`config.mk`:
```
export PLATFORM = sky130hd
export DESIGN_NAME = seg_limit_check_pipe
export DESIGN_NICKNAME = d
export VERILOG_FILES = /design/src/rtl/seg_limit_check_pipe.sv
export SDC_FILE = /design/constraint.sdc
export NUM_CORES = 1
export LEC_CHECK = 0
export BUFFER_PORTS_ARGS = -buffer_cell sky130_fd_sc_hd__buf_4
export CAP_MARGIN = 10
export CORE_MARGIN = 3
export CORE_UTILIZATION = 55
export CTS_BUF_LIST = sky130_fd_sc_hd__clkbuf_4 sky130_fd_sc_hd__clkbuf_8
export CTS_CLUSTER_SIZE = 40
export DETAILED_ROUTE_END_ITERATION = 16
export PLACE_DENSITY_LB_ADDON = 0.12
export SYNTH_ARGS = -nofsm -noshare
export SYNTH_HDL_FRONTEND = slang
export SYNTH_SLANG_ARGS = --single-unit
```
`constraint.sdc`:
```
create_clock -name clk -period 10.35 [get_ports clk]
set_clock_uncertainty 0.15 [all_clocks]
set_input_delay 2.07 -clock clk [delete_from_list [all_inputs] [get_ports clk]]
set_output_delay 2.07 -clock clk [all_outputs]
set_load 0.03 [all_outputs]
```
`src/rtl/seg_limit_check_pipe.sv`:
```
// Segment limit checker: per-channel end-address computation and unsigned
// compare against six programmable segment limits, in a two-stage
// valid/ready pipeline with a sticky first-fault record.
module seg_limit_check_pipe #(
  parameter int CHANNELS = 3,
  parameter int AW       = 32
) (
  input  logic                                           clk,
  input  logic                                           reset,
  input  logic                                           lim_wr_en,
  input  logic [2:0]                                     lim_wr_seg,
  input  logic [AW-1:0]                                  lim_wr_data,
  input  logic                                           grp_valid,
  output logic                                           grp_ready,
  input  logic [CHANNELS-1:0]                            addr_valid,
  input  logic [CHANNELS*AW-1:0]                         addr,
  input  logic [CHANNELS*3-1:0]                          seg,
  input  logic [CHANNELS*3-1:0]                          size,
  output logic                                           out_valid,
  input  logic                                           out_ready,
  output logic [CHANNELS-1:0]                            out_fault,
  output logic                                           out_any_fault,
  output logic                                           flt_pending,
  output logic [((CHANNELS > 1) ? $clog2(CHANNELS) : 1)-1:0] flt_chan,
  output logic [AW-1:0]                                  flt_addr,
  output logic [2:0]                                     flt_seg,
  input  logic                                           flt_clr
);

  localparam int CW   = (CHANNELS > 1) ? $clog2(CHANNELS) : 1;
  localparam int NSEG = 6;

  function automatic logic [AW-1:0] limit_init(input int unsigned idx);
    logic [31:0] v;
    case (idx)
      0:       v = 32'h04ff_f000;
      1:       v = 32'h0400_0000;
      2:       v = 32'h011f_f000;
      3:       v = 32'h003f_f000;
      4:       v = 32'h003f_f000;
      default: v = 32'h007f_f000;
    endcase
    return AW'(v);
  endfunction

  // Last byte touched by the access; saturates on wrap past the top.
  function automatic logic [AW-1:0] end_addr(input logic [AW-1:0] a,
                                             input logic [2:0]    sz);
    logic [AW-1:0] extra;
    logic [AW:0]   sum;
    case (sz)
      3'd2:    extra = AW'(1);
      3'd3:    extra = AW'(3);
      3'd5:    extra = AW'(7);
      3'd6:    extra = AW'(15);
      default: extra = '0;
    endcase
    sum = {1'b0, a} + {1'b0, extra};
    return sum[AW] ? '1 : sum[AW-1:0];
  endfunction

  logic [AW-1:0] lim [NSEG];

  // Limit registers; writes to segment codes 6/7 hit no register.
  always_ff @(posedge clk) begin
    if (reset) begin
      for (int unsigned i = 0; i < NSEG; i++) lim[i] <= limit_init(i);
    end else if (lim_wr_en) begin
      for (int unsigned i = 0; i < NSEG; i++)
        if (lim_wr_seg == 3'(i)) lim[i] <= lim_wr_data;
    end
  end

  logic [AW-1:0] in_end [CHANNELS];
  logic [AW-1:0] in_lim [CHANNELS];

  // Stage-1 inputs: end address and selected limit (0 for codes 6/7).
  always_comb begin
    for (int unsigned c = 0; c < CHANNELS; c++) begin
      in_end[c] = end_addr(addr[c*AW +: AW], size[c*3 +: 3]);
      in_lim[c] = '0;
      for (int unsigned j = 0; j < NSEG; j++)
        if (seg[c*3 +: 3] == 3'(j)) in_lim[c] = lim[j];
    end
  end

  logic                s1_valid, s2_valid, s1_adv, s2_adv;
  logic [CHANNELS-1:0] s1_av, s1_fault, s2_fault;
  logic [AW-1:0]       s1_end  [CHANNELS];
  logic [AW-1:0]       s1_lim  [CHANNELS];
  logic [AW-1:0]       s1_addr [CHANNELS];
  logic [2:0]          s1_seg  [CHANNELS];
  logic [AW-1:0]       s2_addr [CHANNELS];
  logic [2:0]          s2_seg  [CHANNELS];

  assign s2_adv    = !s2_valid || out_ready;
  assign s1_adv    = s2_adv || !s1_valid;
  assign grp_ready = s1_adv;

  // Stage 1: capture the limit at acceptance so later writes cannot alter it.
  always_ff @(posedge clk) begin
    if (reset) begin
      s1_valid <= 1'b0;
      s1_av    <= '0;
      for (int unsigned c = 0; c < CHANNELS; c++) begin
        s1_end[c]  <= '0;
        s1_lim[c]  <= '0;
        s1_addr[c] <= '0;
        s1_seg[c]  <= '0;
      end
    end else if (s1_adv) begin
      s1_valid <= grp_valid;
      if (grp_valid) begin
        s1_av <= addr_valid;
        for (int unsigned c = 0; c < CHANNELS; c++) begin
          s1_end[c]  <= in_end[c];
          s1_lim[c]  <= in_lim[c];
          s1_addr[c] <= addr[c*AW +: AW];
          s1_seg[c]  <= seg[c*3 +: 3];
        end
      end
    end
  end

  // Per-channel violation: valid and end not strictly below the limit.
  always_comb begin
    for (int unsigned c = 0; c < CHANNELS; c++)
      s1_fault[c] = s1_av[c] && (s1_end[c] >= s1_lim[c]);
  end

  // Stage 2: registered compare results; held while stalled downstream.
  always_ff @(posedge clk) begin
    if (reset) begin
      s2_valid <= 1'b0;
      s2_fault <= '0;
      for (int unsigned c = 0; c < CHANNELS; c++) begin
        s2_addr[c] <= '0;
        s2_seg[c]  <= '0;
      end
    end else if (s2_adv) begin
      s2_valid <= s1_valid;
      s2_fault <= s1_valid ? s1_fault : '0;
      for (int unsigned c = 0; c < CHANNELS; c++) begin
        s2_addr[c] <= s1_addr[c];
        s2_seg[c]  <= s1_seg[c];
      end
    end
  end

  assign out_valid     = s2_valid;
  assign out_fault     = s2_fault;
  assign out_any_fault = |s2_fault;

  logic          ff_found;
  logic [CW-1:0] ff_chan;
  logic [AW-1:0] ff_addr;
  logic [2:0]    ff_seg;

  // Lowest-index faulting channel of the group at the output.
  always_comb begin
    ff_found = 1'b0;
    ff_chan  = '0;
    ff_addr  = '0;
    ff_seg   = '0;
    for (int unsigned c = 0; c < CHANNELS; c++) begin
      if (!ff_found && s2_fault[c]) begin
        ff_found = 1'b1;
        ff_chan  = CW'(c);
        ff_addr  = s2_addr[c];
        ff_seg   = s2_seg[c];
      end
    end
  end

  logic capture;
  // A clear in the same cycle re-arms capture, so the new fault wins.
  assign capture = out_valid && out_ready && out_any_fault && (!flt_pending || flt_clr);

  // Sticky first-fault record.
  always_ff @(posedge clk) begin
    if (reset) begin
      flt_pending <= 1'b0;
      flt_chan    <= '0;
      flt_addr    <= '0;
      flt_seg     <= '0;
    end else if (capture) begin
      flt_pending <= 1'b1;
      flt_chan    <= ff_chan;
      flt_addr    <= ff_addr;
      flt_seg     <= ff_seg;
    end else if (flt_clr) begin
      flt_pending <= 1'b0;
    end
  end

endmodule

```
# Word-level counts from Yosys, hierarchy flattened
# Memories as Yosys holds them, arrays and structs flattened.
# Index checks and enable logic that the tools add are counted.
[word_totals]
register_bits = 46
latchBits = 0
ram_bits = 594
mem_bits_ro = 0
elab_cells = 199
memories = 7
[op_classes]
add_sub_neg = 3
multipliers = 0
div_mod_pow = 0
n_lt_le_gt_ge = 3
eq_ne = 32
n_shift = 0
muxes = 99
bitwise_logic = 24
reduce_logical = 23
[mem_list]
columns = ["memory", "depth", "width", "read_ports", "rd_clocked_by_memory_dff", "write_ports", "line", "text"]
rows = [
  ["lim", 6, 32, 6, 0, 6, "62", "logic [AW-1:0] lim [NSEG];"],
  ["s1_addr", 3, 32, 3, 0, 3, "91", "logic [AW-1:0] s1_addr [CHANNELS];"],
  ["s1_end", 3, 32, 3, 0, 3, "89", "logic [AW-1:0] s1_end [CHANNELS];"],
  ["s1_lim", 3, 32, 3, 0, 3, "90", "logic [AW-1:0] s1_lim [CHANNELS];"],
  ["s2_addr", 3, 32, 3, 0, 3, "93", "logic [AW-1:0] s2_addr [CHANNELS];"],
  ["s1_seg", 3, 3, 3, 0, 3, "92", "logic [2:0] s1_seg [CHANNELS];"],
  ["+1 memories", "--", "--", "--", "--", "--", "--", ""],
]
[op_table]
columns = ["op", "n"]
rows = [
  ["32-bit two-way mux", 47],
  ["32-bit by 32-bit adder with 33-bit output", 3],
  ["32-bit greater-or-equal comparator", 3],
  ["4-bit case mux with 4 select lines", 3],
  ["3-bit by 2-bit equality test with 1-bit output (second input constant)", 14],
  ["3-bit equality test (second input constant)", 14],
  ["1-bit two-way mux", 38],
  ["3-bit two-way mux", 10],
  ["1-bit bitwise OR", 24],
  ["3-bit by 1-bit equality test with 1-bit output (second input constant)", 4],
  ["3-bit logical NOT", 4],
  ["1-bit logical AND", 8],
  ["1-bit logical NOT", 5],
  ["1-bit logical OR", 3],
  ["3-bit OR reduction", 1],
  ["2-bit two-way mux", 1],
  ["2-bit AND reduction", 1],
  ["2-bit nonzero test", 1],
]

# Depth between registers and ports, before layout
[depth]
ltp_word = 8
mapped_depth = 11

# Least setup slack after synthesis
# OpenSTA, ideal clock, no wires.
[synth_timing]
path_type = "input -> register"
startpoint = "input port out_ready"
endpoint = "memory s1_addr[0][0] (enable)"
arrival_time_ns = 8.318
t_required_ns = 9.555
slack_ns = 1.237
stages = 3
path_cell_list = "nand3b_1 -> a21oi_1 -> inv_1"
[synth_lines]
columns = ["element", "line", "text"]
rows = [
  ["start: declaration", "20", "input logic out_ready,"],
  ["end: declaration", "91", ""],
]

# Final worst setup path
[layout_timing]
startpoint = "input port out_ready"
endpoint = "output port grp_ready"
[layout_via]
elab_chain_len = 2
[layout_rtl]
columns = ["element", "line", "text"]
rows = [
  ["1-bit logical OR", "96", "assign s2_adv = !s2_valid || out_ready;"],
  ["1-bit logical OR", "97", "assign s1_adv = s2_adv || !s1_valid;"],
  ["end: declaration", "14", "output logic grp_ready,"],
]
# No other way between the ends.

==> run_results.csv <==
group,metric,value,unit
timing,max_freq,0.197,GHz
drt,totalWireLength,97200,um
synthesis,yosys.cell_types.count,64,
worst_setup_path,crit_fanout,5,
cts,cts_buffers,102,
global_route,grt_start_max_net_pins,173,
drt,wl_met3,9530,um
placed_design,io_buffer_count,201,
synthesis,yosys_register_bits,640,
synthesis,postSynthCellCount,2653,
timing,rsz0062_at_grt,"false",
drt,vias,23322,
cts,cts.sinks,640,
drt,met2_length,45400,um
die,coreArea,56700,um2
synthesis,synth_mux_area_frac,0.0178,
cts,htree_levels,3,
synthesis,synth_xor_area_frac,0.0213,
global_route,gr-usage-all-layers,0.319,
worst_setup_path,crit_start,"out_ready",
cts,post_cts_buffers,0,
global_route,grt_pass1_wl,143000,um
cts,insertion_delay,0.68,ns
synthesis,synth_nets,2922,
synthesis,synthTopCellsByCount,"edfxtp_1, a22oi_1, and2_1",
worst_setup_path,r2r_slack,6.99,ns
global_route,antenna_found_initial,4,
worst_setup_path,cp_cell_sequence,"buf_4 -> nand3b_1 -> buf_4",
die,start_util,0.558,
timing,hold_viol_final,0,
worst_hold_path,min_from,"flt_addr[25]",
global_route,overflow,0,
synthesis,yosysSeqAreaShare,0.592,
synthesis,synth_edf_count,594,
synthesis,synth_top_family_by_area,"simple AND/OR/NAND/NOR gates",
final_layout,drive_gt1_frac,0.167,
synthesis,synth_area_per_cell,11.9,um2
cts,cts-resized-gates,0,
cts,holdBufCountCts,0,
synthesis,synth_most_common_cell,"edfxtp_1",
worst_setup_path,critPathMaxStageDelay,0.37,ns
synthesis,synthFlopType,"edfxtp_1",
die,die_h,246,um
die,rows,87,
synthesis,asyncSetResetFlopFracSynth,0,
drt,firstDrtPassIters,7,
status,status,"finished clean",
worst_hold_path,hp-class,"reg -> reg",
die,dieArea,60500,um2
placed_design,placement.setup.worst_slack,4.86,ns
cts,clk_pin_slew_worst_paths,0.06,ns
synthesis,synth_compound_area_frac,0.139,
cts,cts_tree,"yes",
timing,tightest_slew,1.21,ns
final_layout,syn_to_final_growth,13.5,%
worst_setup_path,crit_path_frequent_cell,"buf_4",
worst_setup_path,critical_path_class,"in -> out",
final_layout,fin_nets,3095,
pwr,p_leak,13.6,nW
worst_setup_path,crit_arrival,2.86,ns
synthesis,synth-simple-area-share,0.149,
flow_run,maxCapViolCount,0,
timing,finalSetupViolations,0,
die,num_io_pins,202,
worst_setup_path,worstSetupEndpointType,"primary output",
synthesis,synth_adder_area_share,0.0446,
synthesis,netlist_area,31700,um2
worst_setup_path,start_kind,"primary input",
pwr,peakVddDrop,99.3,uV
synthesis,synth_top_cell_area_share,0.563,
drt,wl_per_cell,26.5,um
drt,routed.top_layer,"met5",
cts,clk_path_buf_depth,3,
worst_setup_path,crit_end,"grp_ready",
placed_design,place.gp.congestion,0.930,
timing,tns,0,ns
timing,drv_slew,0,
drt,wl_met1,38100,um
synthesis,yosys_warnings,0,
placed_design,dpl.hpwl,65000,um
timing,post-route-min-period,5.08,ns
timing,timing.final.ws_setup,5.27,ns
timing,max_slew_margin,0.195,
timing,fin_crit_sh,0.491,
synthesis,yosysTopAreaCell,"edfxtp_1",
die,die_w,246,um
worst_setup_path,r2r_start,"out_valid",
global_route,grt_pass1_vias,22488,
drt,drtIter0Drc,2788,
final_layout,nFillCells,4433,
pwr,pwr_density_cell,164,nW/um2
synthesis,synth.area.top_cells,"edfxtp_1, a22oi_1, and2_1, ha_1, dfxtp_1",
worst_setup_path,cpMaxStageDelayCell,"nand3b_1",
worst_setup_path,ff2ff_path_depth,5,
drt,drc,0,
worst_setup_path,crit_required,8.13,ns
drt,antenna_left,0,
cts,cts-root-buf,"clkbuf_8",
drt,routed_via_density,6.37,
worst_setup_path,r2r-end,"s2_addr[0][91]",
[layout by cell type, fill, tap and decap left out, types with 45 or more instances in the layout]
| cell | instances |
|---|---|
| buf_4 | 246 |
| nor2_1 | 63 |
| nand2b_1 | 62 |
| clkbuf_8 | 105 |
| nand4_1 | 47 |
| a22oi_1 | 291 |
| xor2_1 | 52 |
| and3_1 | 134 |
| inv_1 | 111 |
| and2_1 | 247 |
| o21ai_0 | 55 |
| nand2_1 | 147 |
| nand3_1 | 53 |
| ha_1 | 108 |
| dfxtp_1 | 45 |
| a21oi_1 | 149 |
| a31oi_1 | 89 |
| edfxtp_1 | 594 |
[critical path: cells and delay by family]
kind | cells | cell delay, ns
buffers and inverters | 2 | 0.42
AND/OR/NAND/NOR | 1 | 0.37
[logic make-up after synthesis]
kind of cell / count (synthesis)
AND/OR/NAND/NOR: 833
buffers and inverters: 292
flip-flops: 640
AO/OA/AOI/OAI: 664
adder cells (fa/ha/maj): 111
multiplexers: 36
XOR/XNOR: 77
[report_power, final]
part	switching [mW]	internal, mW	total (mW)	leakage (nW)
registers	0.0991	3.02	3.11	6.75
clock network	0.992	1.21	2.20	1.08
logic	0.375	0.222	0.598	5.79
[layer usage]
layer  GRT usage  up-vias
met3      0.0610      277
li1            -    10412
met2       0.514     1411
met5           0        -
met1       0.428    11220
met4       0.127        2
[worst min path at each step]
stage	end	slack, ns	cells after the start
2_1_floorplan	s1_av[0]	0.30	1
3_3_place_gp	flt_addr[17]	0.29	2
3_5_place_dp	flt_addr[25]	0.30	2
4_1_cts	flt_chan[1]	0.31	2
5_1_grt	flt_addr[22]	0.33	2
6_report	flt_addr[25]	0.30	2
[state kept, by name, summed over array words and instances, names as in the netlist, 2 cells and up]
name,flops
flt_seg,3
flt_addr,32
s1_end,96
s1_seg,9
s2_addr,96
out_fault,3
s1_addr,96
s1_lim,96
flt_chan,2
lim,192
s1_av,3
s2_seg,9
[final cells by class]
type	count	area, um2	share of cell area
multi-input cells	1721	11900	0.331
flip-flops and latches	640	18800	0.522
repair buffers	246	1850	0.0514
inverters	115	442	0.0123
clock inverters	44	349	0.00971
clock buffers	138	1690	0.0471
diodes	2	5.00	0.000139
well taps	756	946	0.0263
[per-stage QoR]
| stage | util | power (mW) | std cells | cell area, um2 | hold WS (ns) |
|---|---|---|---|---|---|
| floorplan | - | 3.47 | 2653 | 31700 | 0.300 |
| global placement | 0.598 | 3.72 | 3477 | 33900 | 0.293 |
| detailed placement | 0.598 | 3.74 | 3477 | 33900 | 0.298 |
| CTS | 0.634 | 5.93 | 3659 | 35900 | 0.306 |
| global route | 0.634 | 6.13 | 3662 | 36000 | 0.325 |
| finish | 0.634 | 5.91 | 3662 | 36000 | 0.303 |
No activity file was read; power rests on OpenSTA's default activity.
